`src/rtl/ram_ring_logger.sv`:
```
// ============================================================================
// Module      : ram_ring_logger
// Description : Circular sample buffer in a 16-bit dpRAM. Samples arrive on a
//               valid/ready stream; the oldest one is popped on rd_req.
//               Optional macro RING_OVERWRITE_EN: overwrite oldest when full.
// Revision    : 1.0 - initial release
// ============================================================================
`default_nettype none

module ram_ring_logger #(
    parameter int ADDR_W = 8,
    parameter int DATA_W = 16,
    parameter int BASE   = 0,
    parameter int DEPTH  = 256
) (
    input  logic                       clk,
    input  logic                       rst,
    input  logic                       s_valid,
    input  logic [DATA_W-1:0]          s_data,
    output logic                       s_ready,
    input  logic                       rd_req,
    output logic                       rd_valid,
    output logic [DATA_W-1:0]          rd_data,
    output logic [$clog2(DEPTH):0]     count,
    output logic                       empty,
    output logic                       full,
    output logic [15:0]                ovf_cnt,
    output logic [ADDR_W-1:0]          ram_addr,
    output logic [DATA_W-1:0]          ram_din,
    output logic                       ram_rd,
    output logic                       ram_wr,
    input  logic [DATA_W-1:0]          ram_dout
);

    localparam int                PW      = $clog2(DEPTH);
    localparam logic [ADDR_W-1:0] c_BASE  = ADDR_W'(BASE);
    localparam logic [PW:0]       c_DEPTH = (PW+1)'(DEPTH);
    localparam logic [PW-1:0]     c_PTR_1 = PW'(1);

    typedef enum logic [1:0] {
        ST_IDLE = 2'd0,
        ST_WR   = 2'd1,
        ST_RD   = 2'd2
    } state_t;

    state_t              r_state;
    logic [PW-1:0]       r_wr_ptr;
    logic [PW-1:0]       r_rd_ptr;
    logic [PW:0]         r_count;
    logic                r_rd_pend;
    logic                r_rd_valid;
    logic [DATA_W-1:0]   r_rd_data;
    logic [ADDR_W-1:0]   r_ram_addr;
    logic [DATA_W-1:0]   r_ram_din;
    logic                r_ram_rd;
    logic                r_ram_wr;

    logic                w_empty;
    logic                w_full;
    logic                w_rd_go;
    logic                w_room;
    logic                w_s_ready;
    logic                w_wr_go;
    logic [ADDR_W-1:0]   w_wr_addr;
    logic [ADDR_W-1:0]   w_rd_addr;

    assign w_empty   = (r_count == '0);
    assign w_full    = (r_count == c_DEPTH);
    assign w_rd_go   = r_rd_pend && !w_empty;
`ifdef RING_OVERWRITE_EN
    assign w_room    = 1'b1;
`else
    assign w_room    = !w_full;
`endif
    // A serviceable read always beats a write, so it also withholds s_ready.
    assign w_s_ready = (r_state == ST_IDLE) && !w_rd_go && w_room;
    assign w_wr_go   = s_valid && w_s_ready;
    assign w_wr_addr = c_BASE + ADDR_W'(r_wr_ptr);
    assign w_rd_addr = c_BASE + ADDR_W'(r_rd_ptr);

`ifdef RING_OVERWRITE_EN
    logic [15:0] r_ovf_cnt;
`endif

    always_ff @(posedge clk) begin
        if (rst) begin
            r_state    <= ST_IDLE;
            r_wr_ptr   <= '0;
            r_rd_ptr   <= '0;
            r_count    <= '0;
            r_rd_pend  <= 1'b0;
            r_rd_valid <= 1'b0;
            r_rd_data  <= '0;
            r_ram_addr <= '0;
            r_ram_din  <= '0;
            r_ram_rd   <= 1'b0;
            r_ram_wr   <= 1'b0;
`ifdef RING_OVERWRITE_EN
            r_ovf_cnt  <= '0;
`endif
        end else begin
            r_rd_valid <= 1'b0;
            if (rd_req && !r_rd_pend) begin
                r_rd_pend <= 1'b1;
            end
            case (r_state)
                ST_IDLE: begin
                    if (w_rd_go) begin
                        r_state    <= ST_RD;
                        r_ram_rd   <= 1'b1;
                        r_ram_addr <= w_rd_addr;
                    end else if (w_wr_go) begin
                        r_state    <= ST_WR;
                        r_ram_wr   <= 1'b1;
                        r_ram_addr <= w_wr_addr;
                        r_ram_din  <= s_data;
                    end
                end
                ST_WR: begin
                    r_state  <= ST_IDLE;
                    r_ram_wr <= 1'b0;
                    r_wr_ptr <= r_wr_ptr + c_PTR_1;
`ifdef RING_OVERWRITE_EN
                    // Writing into a full ring drops the oldest sample.
                    if (w_full) begin
                        r_rd_ptr <= r_rd_ptr + c_PTR_1;
                        if (r_ovf_cnt != 16'hFFFF) begin
                            r_ovf_cnt <= r_ovf_cnt + 16'd1;
                        end
                    end else begin
                        r_count <= r_count + 1'b1;
                    end
`else
                    r_count  <= r_count + 1'b1;
`endif
                end
                ST_RD: begin
                    r_state    <= ST_IDLE;
                    r_ram_rd   <= 1'b0;
                    r_rd_data  <= ram_dout;
                    r_rd_valid <= 1'b1;
                    r_rd_ptr   <= r_rd_ptr + c_PTR_1;
                    r_count    <= r_count - 1'b1;
                    r_rd_pend  <= 1'b0;
                end
                default: begin
                    r_state  <= ST_IDLE;
                    r_ram_rd <= 1'b0;
                    r_ram_wr <= 1'b0;
                end
            endcase
        end
    end

    assign s_ready  = w_s_ready;
    assign rd_valid = r_rd_valid;
    assign rd_data  = r_rd_data;
    assign count    = r_count;
    assign empty    = w_empty;
    assign full     = w_full;
    assign ram_addr = r_ram_addr;
    assign ram_din  = r_ram_din;
    assign ram_rd   = r_ram_rd;
    assign ram_wr   = r_ram_wr;
`ifdef RING_OVERWRITE_EN
    assign ovf_cnt  = r_ovf_cnt;
`else
    assign ovf_cnt  = 16'h0000;
`endif

endmodule

`default_nettype wire

```
`config.mk`:
```
export PLATFORM = sky130hd
export DESIGN_NAME = ram_ring_logger
export DESIGN_NICKNAME = d
export VERILOG_FILES = /design/src/rtl/ram_ring_logger.sv
export SDC_FILE = /design/constraint.sdc
export NUM_CORES = 1
export LEC_CHECK = 0
export ABC_AREA = 1
export BUFFER_PORTS_ARGS = -buffer_cell sky130_fd_sc_hd__buf_2
export CORE_UTILIZATION = 30
export DETAILED_ROUTE_END_ITERATION = 16
export PLACE_DENSITY = 0.47
export SLEW_MARGIN = 20
export SYNTH_ARGS = -nofsm -noshare
export SYNTH_HDL_FRONTEND = slang
export SYNTH_SLANG_ARGS = --single-unit
```
`constraint.sdc`:
```
create_clock -name clk -period 4 [get_ports clk]
set_clock_uncertainty 0.1 [all_clocks]
set_input_delay 1.2 -clock clk [delete_from_list [all_inputs] [get_ports clk]]
set_output_delay 1.2 -clock clk [all_outputs]
set_load 0.01 [all_outputs]
```
==> results of run 1 <==
[path summary, 6_finish.rpt]
| kind | from | to | depth (start not counted) |
|---|---|---|---|
| worst min register to register | ram_wr$_SDFFE_PP0P_ | ram_wr$_SDFFE_PP0P_ | 1 |
| worst max register to register | r_state[0]$_SDFFE_PP0P_ | rd_data[8]$_SDFFE_PP0P_ | 7 |
| worst min-delay path | ram_wr$_SDFFE_PP0P_ | ram_wr$_SDFFE_PP0P_ | 1 |
| worst max-delay path | r_state[0]$_SDFFE_PP0P_ | s_ready | 7 |
[cells in the mapped netlist, types with 3 or more instances]
cell type  instances  area share [%]
buf_4             17             3.6
nand3_2            9             2.5
nand2_1          102              11
a21oi_1           31             4.4
xor2_1             4            0.99
inv_1             42             4.4
dfxtp_1           71              40
o21ai_0           13             1.8
nand2_2           10             1.8
clkbuf_1           9            0.95
a21oi_2            9             2.2
ha_1              12             4.2
nand3_1           50             7.0
a31oi_1            3            0.53
buf_2              5            0.70
nor2_1            45             4.8
nor3_1             9             1.3
[layout make-up]
cell class | instances | area share [%]
clock buffer | 13 | 6.07
clock inverter | 3 | 0.409
inverter | 46 | 4.15
multi-input combinational | 332 | 41.0
sequential | 71 | 33.2
tap | 143 | 4.18
timing repair buffer | 93 | 11.0
[power groups by stage]
stage          clock [mW]  combinational (mW)  sequential, mW
3_3_place_gp            0                1.45            1.02
5_1_grt             0.812                1.64            1.04
3_5_place_dp            0                1.46            1.03
2_1_floorplan           0                1.11            1.08
6_report            0.746                1.43            1.01
4_1_cts             0.777                1.46            1.02
[placed cells by master (no fill, tap or decap), types with 2 or more instances in the layout]
master	instances
nor3b_1	2
o21ai_0	13
a21oi_2	9
nand2_4	2
clkbuf_16	9
a21oi_1	31
nor3_1	9
nand2_1	102
nor2_2	2
dfxtp_1	71
nand3_2	9
ha_1	12
inv_1	42
buf_4	3
o21a_1	2
nand3_1	50
buf_2	90
conb_1	16
clkbuf_1	2
inv_2	2
nor2_1	45
nand2_2	10
clkinv_2	2
clkbuf_8	2
a31oi_1	3
xor2_1	4
[metrics by stage]
stage          hold WS, ps  instance area, um2
3_5_place_dp           351                4010
6_report               370                4280
5_1_grt                394                4280
3_3_place_gp           351                4010
4_1_cts                366                4280
2_1_floorplan          340                3610
[flip-flops by register name, indices dropped and copies added, names as in the netlist]
signal / cells
count: 9
rd_data: 16
ram_addr: 8
r_rd_pend: 1
ram_wr: 1
r_rd_ptr: 8
r_state: 2
rd_valid: 1
ram_rd: 1
ram_din: 16
r_wr_ptr: 8
[cell families (layout without fill, tap and decap cells)]
logic type | after synthesis | count (layout) | synth area share [%]
AO/OA/AOI/OAI | 61 | 61 | 10.3
XOR/XNOR | 5 | 5 | 1.23
adder cells (fa/ha/maj) | 13 | 13 | 4.79
buffers and inverters | 82 | 155 | 12.1
flip-flops | 71 | 71 | 40.0
other | 1 | 16 | 0.106
AND/OR/NAND/NOR | 237 | 237 | 31.5
[per-layer routing]
metal,up-vias,wire length (um),track usage (%)
met1,1363,3880,17.9
met5,-,0,0
met4,0,110,4.80
li1,1636,-,-
met2,82,3530,22.4
met3,8,506,4.37
==> impl_metrics.yaml, run 1 <==
global_routing:
  grt_overflow: 0
  antenna_found_initial: 0
  grt_pass1_wl_um: 14000
  first_global_vias: 2999
  grt_usage_pct: 14.0
  grt_max_degree: 34
clock_tree:
  cts-resized-gates: 0
  cts-htree-levels: 3
  cts_tree: "yes"
  cts_buffer_depth: 2
  cts_setup_buffers: 0
  cts_sinks: 71
  clk_latency_ps: 330
  ctsRootBufferMaster: "clkbuf_16"
  holdBufCountCts: 0
  cts_made_buffers: 9
  clk_pin_slew_ps: 60
final_layout:
  multi_input_area_um2: 1760
  final_cells: 701
  nFillCells: 1200
  antenna-diode-count: 0
  syn_to_final_growth_pct: 20.6
  post-route-util_pct: 37.4
  seqCellArea_um2: 1420
  nNetsFinal: 602
  drive_gt1_share_pct: 26.3
placement:
  gp_congestion: 0.778
  dp.cells: 685
  place_ws_ps: 1050
  io_buffer_count: 90
  hpwl_um: 5700
power_and_ir_drop:
  p_comb_share_pct: 44.9
  p_switching_mw: 1.34
  sw_frac_of_total_pct: 42.0
  power.total_mw: 3.19
  pwr-share-seq_pct: 31.7
  ir_worst_vdd_uv: 253
  p_leak_nw: 2.13
  internal_power_mw: 1.85
  pwr-share-clk_pct: 23.4
  p_per_area_nw_per_um2: 745
sta:
  setup_viol: 0
  tightest_slew_ps: 761
  max_freq_mhz: 307
  finalMaxSlewViolations: 0
  tns_ps: 0
  slew-limit-headroom_pct: 49.3
  hold_viol: 0
  rsz0062_at_grt: "false"
  period_share_pct: 81.4
  finalWorstSetupSlack_ps: 743
  fin_crit_ps: 3260
logic_synthesis:
  synthCells: 470
  synthFlopType: "dfxtp_1"
  async_flop_share_pct: 0
  synth_seq_cells: 71
  ys_seq_area_share_pct: 40.0
  ys.warnings.count: 0
  avgSynthCellArea_um2: 7.56
  synth_edf_count: 0
  syn-cell-area_um2: 3550
  synth_cell_types: 39
critical_path:
  max_stage_delay_ps: 560
  crit_family: "adder cells"
  cp_slowest_cell: "ha_1"
  worstSetupStartpointType: "flop"
  crit_type: "reg2out"
  rrSetupSlack_ps: 1540
  path_cells: "inv_1 > ha_1 > nand2_2 > inv_2 > nand2_4 > inv_6 > buf_2"
  critPathArrivalTime_ps: 1960
  crit_required_ps: 2700
  path_buf_inv: 4
  critPathMaxFanout: 18
  worstSetupEndpointType: "primary output"
routing:
  via_per_inst: 4.41
  drt_wl_total_um: 8030
  wl_per_cell_um: 11.5
  drc: 0
  first_pass_iters: 4
  ant_nets: 0
  first_iter_violations: 100
  num_vias: 3089
min_path:
  hold_path_class: "reg2reg"
die:
  design.die.area_um2: 12300
  die_w_um: 111
  io-pin-count: 107
  fp.dieH_um: 111
  num_rows: 39
  core_um2: 11500
  initial_core_util_pct: 31.0
run_status:
  status: "finished clean"
job:
  cap_violations: 0
(Power assumes the default switching activity.)
==> inputs of run 2 (changes only) <==
--- a/config.mk
+++ b/config.mk
@@ -5,11 +5,11 @@
 export SDC_FILE = /design/constraint.sdc
 export NUM_CORES = 1
 export LEC_CHECK = 0
-export ABC_AREA = 1
+export ABC_AREA = 0
 export BUFFER_PORTS_ARGS = -buffer_cell sky130_fd_sc_hd__buf_2
 export CORE_UTILIZATION = 30
 export DETAILED_ROUTE_END_ITERATION = 16
-export PLACE_DENSITY = 0.47
+export PLACE_DENSITY = 0.5
 export SLEW_MARGIN = 20
 export SYNTH_ARGS = -nofsm -noshare
 export SYNTH_HDL_FRONTEND = slang
==> constraint.sdc (replaced) <==
create_clock -name clk -period 2.9 [get_ports clk]
set_clock_uncertainty 0.1 [all_clocks]
set_input_delay 0.87 -clock clk [delete_from_list [all_inputs] [get_ports clk]]
set_output_delay 0.87 -clock clk [all_outputs]
set_load 0.01 [all_outputs]
==> impl_metrics.yaml, run 2 <==
job:
  cap_violations: 0
die:
  design.die.area_um2: 11400
  initial_core_util_pct: 31.4
  io-pin-count: 107
  die_w_um: 107
  fp.dieH_um: 107
  num_rows: 37
  core_um2: 10500
power_and_ir_drop:
  p_leak_nw: 1.89
  p_per_area_nw_per_um2: 801
  ir_worst_vdd_uv: 317
logic_synthesis:
  synthCells: 344
  synthTopCellsByArea: "dfxtp_1, mux2i_1, nor2_1"
  synth_top_area_cell: "dfxtp_1"
  ys_seq_area_share_pct: 43.0
  ys.warnings.count: 0
  synth.most_common_cell: "dfxtp_1"
  async_flop_share_pct: 0
  netlist.area_leader.share_pct: 43.0
  avgSynthCellArea_um2: 9.61
  synth_cell_types: 49
  syn-cell-area_um2: 3300
  synthTopCellsByCount: "dfxtp_1, nor2_1, mux2i_1"
  synthFlopType: "dfxtp_1"
  synth_seq_cells: 71
  synth_edf_count: 0
critical_path:
  worstSetupStartpointType: "flop"
  rrSetupSlack_ps: 420
  r2r_start: "r_state[0]$_SDFFE_PP0P_"
  crit_type: "reg2out"
  critPathMaxFanout: 6
  worstSetupEndpointType: "primary output"
  timing.rr.end: "count[8]$_SDFFE_PP0P_"
  cp-startpoint: "count[0]$_SDFFE_PP0P_"
  rr_worst_depth: 8
  critPathArrivalTime_ps: 1830
  crit_required_ps: 1930
routing:
  drc: 0
  wl_per_cell_um: 12.7
  first_iter_violations: 71
  drt_wl_total_um: 7270
  via_per_inst: 4.57
  first_pass_iters: 4
  ant_nets: 0
  num_vias: 2616
final_layout:
  syn_to_final_growth_pct: 21.2
  antenna-diode-count: 0
  nFillCells: 1071
  nNetsFinal: 482
  most-common-layout-cells: "buf_2, dfxtp_1, nor2_1, mux2i_1, conb_1"
  drive_gt1_share_pct: 29.3
  post-route-util_pct: 38.1
  layout_commonest_cell: "buf_2"
sta:
  slew-limit-headroom_pct: 53.7
  setup_viol: 0
  tns_ps: 0
  finalMaxSlewViolations: 0
  hold_viol: 0
  finalWorstSetupSlack_ps: 98.6
  tightest_slew_ps: 694
  max_freq_mhz: 357
  fin_crit_ps: 2800
  rsz0062_at_grt: "false"
  period_share_pct: 96.6
global_routing:
  grt_pass1_wl_um: 11900
  grt_usage_pct: 13.2
  first_global_vias: 2466
  antenna_found_initial: 1
  grt_max_degree: 37
  grt_overflow: 0
placement:
  hpwl_um: 5190
  place_ws_ps: 407
  gp_congestion: 0.785
  io_buffer_count: 90
clock_tree:
  clk_pin_slew_ps: 80
  holdBufCountCts: 0
  ctsRootBufferMaster: "clkbuf_8"
  cts_made_buffers: 9
  cts-resized-gates: 0
  cts_buffer_depth: 2
  cts-htree-levels: 3
  clk_latency_ps: 350
  cts_sinks: 71
  cts_setup_buffers: 0
  cts_tree: "yes"
run_status:
  status: "finished clean"
min_path:
  min_to: "rd_data[4]$_SDFFE_PP0P_"
  holdPathStages: 2
  hold_path_class: "reg2reg"
  min-delay-start: "rd_data[4]$_SDFFE_PP0P_"
[run 2: area by class of cell]
type / count / area, um2 / share of cell area (%)
multi-input cells: 250 / 1710 / 42.7
well taps: 136 / 170 / 4.25
inverters: 4 / 15.0 / 0.375
repair buffers: 97 / 503 / 12.6
clock buffers: 11 / 151 / 3.78
flip-flops and latches: 71 / 1420 / 35.5
clock inverters: 4 / 31.3 / 0.781
[run 2: worst max-delay path by stage]
stage	to	cells past startpoint
detailed placement	count[8]$_SDFFE_PP0P_	8
global route	s_ready	4
finish	s_ready	4
global placement	count[8]$_SDFFE_PP0P_	8
floorplan	s_ready	4
CTS	s_ready	4
[run 2: per-stage QoR]
| stage | total power, mW | cell area, um2 | instances | hold WS, ps |
|---|---|---|---|---|
| CTS | 3.28 | 4000 | 573 | 397 |
| floorplan | 2.18 | 3360 | 359 | 357 |
| finish | 3.21 | 4000 | 573 | 391 |
| global route | 3.45 | 4000 | 573 | 418 |
| detailed placement | 2.51 | 3820 | 558 | 378 |
| global placement | 2.49 | 3820 | 558 | 368 |
[run 2: logic make-up (layout without fill, tap and decap cells)]
kind of cell / after synthesis / count (layout) / synth area share, %
AOI/OAI and AO/OA: 42 / 42 / 9.47
xor gates and xnor gates: 13 / 13 / 3.45
adders and majority gates: 13 / 13 / 5.15
buffers and inverters: 38 / 116 / 6.97
DFF: 71 / 71 / 43.0
muxes: 48 / 48 / 14.6
other: 1 / 16 / 0.113
and+or+nand+nor: 118 / 118 / 17.3
[run 2: critical path: stages (launching register included)]
cell and delay [ps]:
dfxtp_1 390, or4_4 590, o31ai_4 190, and3_2 190, buf_2 120
[run 2: report_power, final]
part	leakage [nW]	total (mW)	internal (mW)	switching, mW
clock network	0.0836	0.747	0.354	0.393
registers	0.578	1.26	1.15	0.112
logic	1.23	1.20	0.541	0.663
total	1.89	3.21	2.04	1.17
[run 2: per-layer routing]
layer  GRT usage, %  vias up  wire length (um)
li1               -     1342                 -
met1           15.7     1193              3220
met2           21.5       68              3430
met3           5.17       11               527
met4           4.60        2                78
met5              0        -                13
==> inputs of run 3 (changes only) <==
--- a/config.mk
+++ b/config.mk
@@ -7,8 +7,10 @@
 export LEC_CHECK = 0
 export ABC_AREA = 0
 export BUFFER_PORTS_ARGS = -buffer_cell sky130_fd_sc_hd__buf_2
+export CORE_ASPECT_RATIO = 0.6
 export CORE_UTILIZATION = 30
 export DETAILED_ROUTE_END_ITERATION = 16
+export GPL_TIMING_DRIVEN = 0
 export PLACE_DENSITY = 0.5
 export SLEW_MARGIN = 20
 export SYNTH_ARGS = -nofsm -noshare
==> impl_metrics.yaml, run 3 (synthesis gave the netlist of run 2 again) <==
critical_path:
  crit_type: "reg2out"
  critPathMaxFanout: 3
  worstSetupEndpointType: "primary output"
  worstSetupStartpointType: "flop"
  crit_required_ps: 1930
  rrSetupSlack_ps: 230
  critPathArrivalTime_ps: 1940
global_routing:
  antenna_found_initial: 0
  grt_pass1_wl_um: 12800
  first_global_vias: 2482
  grt_max_degree: 12
  grt_usage_pct: 14.7
  grt_overflow: 0
clock_tree:
  cts_sinks: 71
  cts_made_buffers: 9
  cts_tree: "yes"
  cts-htree-levels: 3
  clk_latency_ps: 330
  ctsRootBufferMaster: "clkbuf_16"
  cts_buffer_depth: 2
  clk_pin_slew_ps: 50
final_layout:
  nNetsFinal: 513
  most-common-layout-cells: "buf_2, dfxtp_1, nor2_1, mux2i_1, buf_4"
  drive_gt1_share_pct: 31.3
  antenna-diode-count: 0
  syn_to_final_growth_pct: 31.2
  layout_commonest_cell: "buf_2"
  nFillCells: 1091
power_and_ir_drop:
  ir_worst_vdd_uv: 331
  p_per_area_nw_per_um2: 850
  power.total_mw: 3.68
  p_leak_nw: 2.07
run_status:
  failed_checks: "setup timing"
  status: "finished with violations"
routing:
  first_iter_violations: 179
  ant_nets: 0
  first_pass_iters: 4
  drt_wl_total_um: 8090
  wl_per_cell_um: 13.3
  drc: 0
  via_per_inst: 4.53
  num_vias: 2755
die:
  initial_core_util_pct: 31.1
  fp.dieH_um: 83.3
  io-pin-count: 107
  die_w_um: 137
  design.die.area_um2: 11500
  core_um2: 10600
  num_rows: 29
sta:
  fin_crit_ps: 2910
  tns_ps: -8.50
  rsz0062_at_grt: "true"
  max_freq_mhz: 344
  tightest_slew_ps: 837
  setup_viol: 1
  slew-limit-headroom_pct: 44.2
  hold_viol: 0
  finalWorstSetupSlack_ps: -8.50
  hold_ws_ps: 391
  period_share_pct: 100
  finalMaxSlewViolations: 0
placement:
  place_ws_ps: 93.8
  io_buffer_count: 90
  hpwl_um: 5990
  gp_congestion: 0.845
min_path:
  hold_path_class: "reg2reg"
job:
  cap_violations: 0
[run 3: cell count changes in the layout (fill, tap and decap cells not counted), moves of 2 or more]
cell and delta:
clkbuf_1 +9, clkbuf_8 -7, buf_6 +3, buf_4 +13, buf_1 +6, clkinvlp_4 -2
dfxtp_4 +2, dfxtp_1 -2, clkbuf_16 +9
[run 3: worst max-delay path: stages (launching register included)]
cell     delay [ps]
dfxtp_4         340
or4_4           570
o31ai_4         290
buf_8           130
and3_4          180
buf_6           100
[run 3: metal layers]
metal  up-vias  share of wire, %  global-route usage [%]
met5         -                 0                       0
met4         0              0.99                    3.90
met3         9               9.4                    5.98
met2        94                38                    19.0
met1      1247                51                    21.7
li1       1405                 -                       -
[run 3: stage by stage]
stage / utilization (%) / instances / area, um2
floorplan: - / 359 / 3360
global placement: 37.5 / 588 / 3990
detailed placement: 37.5 / 588 / 3990
CTS: 40.7 / 608 / 4330
global route: 40.8 / 608 / 4330
finish: 40.8 / 608 / 4330
[run 3: final timing paths]
kind | cells after the start | to | from
setup / recovery | 5 | s_ready | count[1]$_SDFFE_PP0P_
hold / removal | 2 | rd_data[6]$_SDFFE_PP0P_ | rd_data[6]$_SDFFE_PP0P_
hold reg to reg | 2 | rd_data[6]$_SDFFE_PP0P_ | rd_data[6]$_SDFFE_PP0P_
setup reg to reg | 8 | count[8]$_SDFFE_PP0P_ | r_state[0]$_SDFFE_PP0P_
[run 3: final cells by class]
class / count / area, um2 / share of cell area [%]
Clock buffer: 14 / 284 / 6.55
Buffer: 34 / 215 / 4.97
Multi-Input combinational cell: 250 / 1720 / 39.6
Tap cell: 139 / 174 / 4.01
Inverter: 4 / 15.0 / 0.346
Sequential cell: 71 / 1430 / 33.0
Clock inverter: 2 / 12.5 / 0.289
Timing Repair Buffer: 94 / 487 / 11.2
[run 3: what timing repair did]
item	in CTS	in global routing
cloned	0	0
setup buffers	4	0
pin swaps	2	0
gates resized for setup	6	1
endpoints found under the setup margin	1	2
hold buffers	0	0
[run 3: where the power goes]
part           leakage [nW]  switching [mW]  total (mW)  internal [mW]
Sequential            0.579           0.106        1.26           1.15
Clock                 0.145           0.409        1.08          0.671
Combinational          1.35           0.730        1.35          0.615
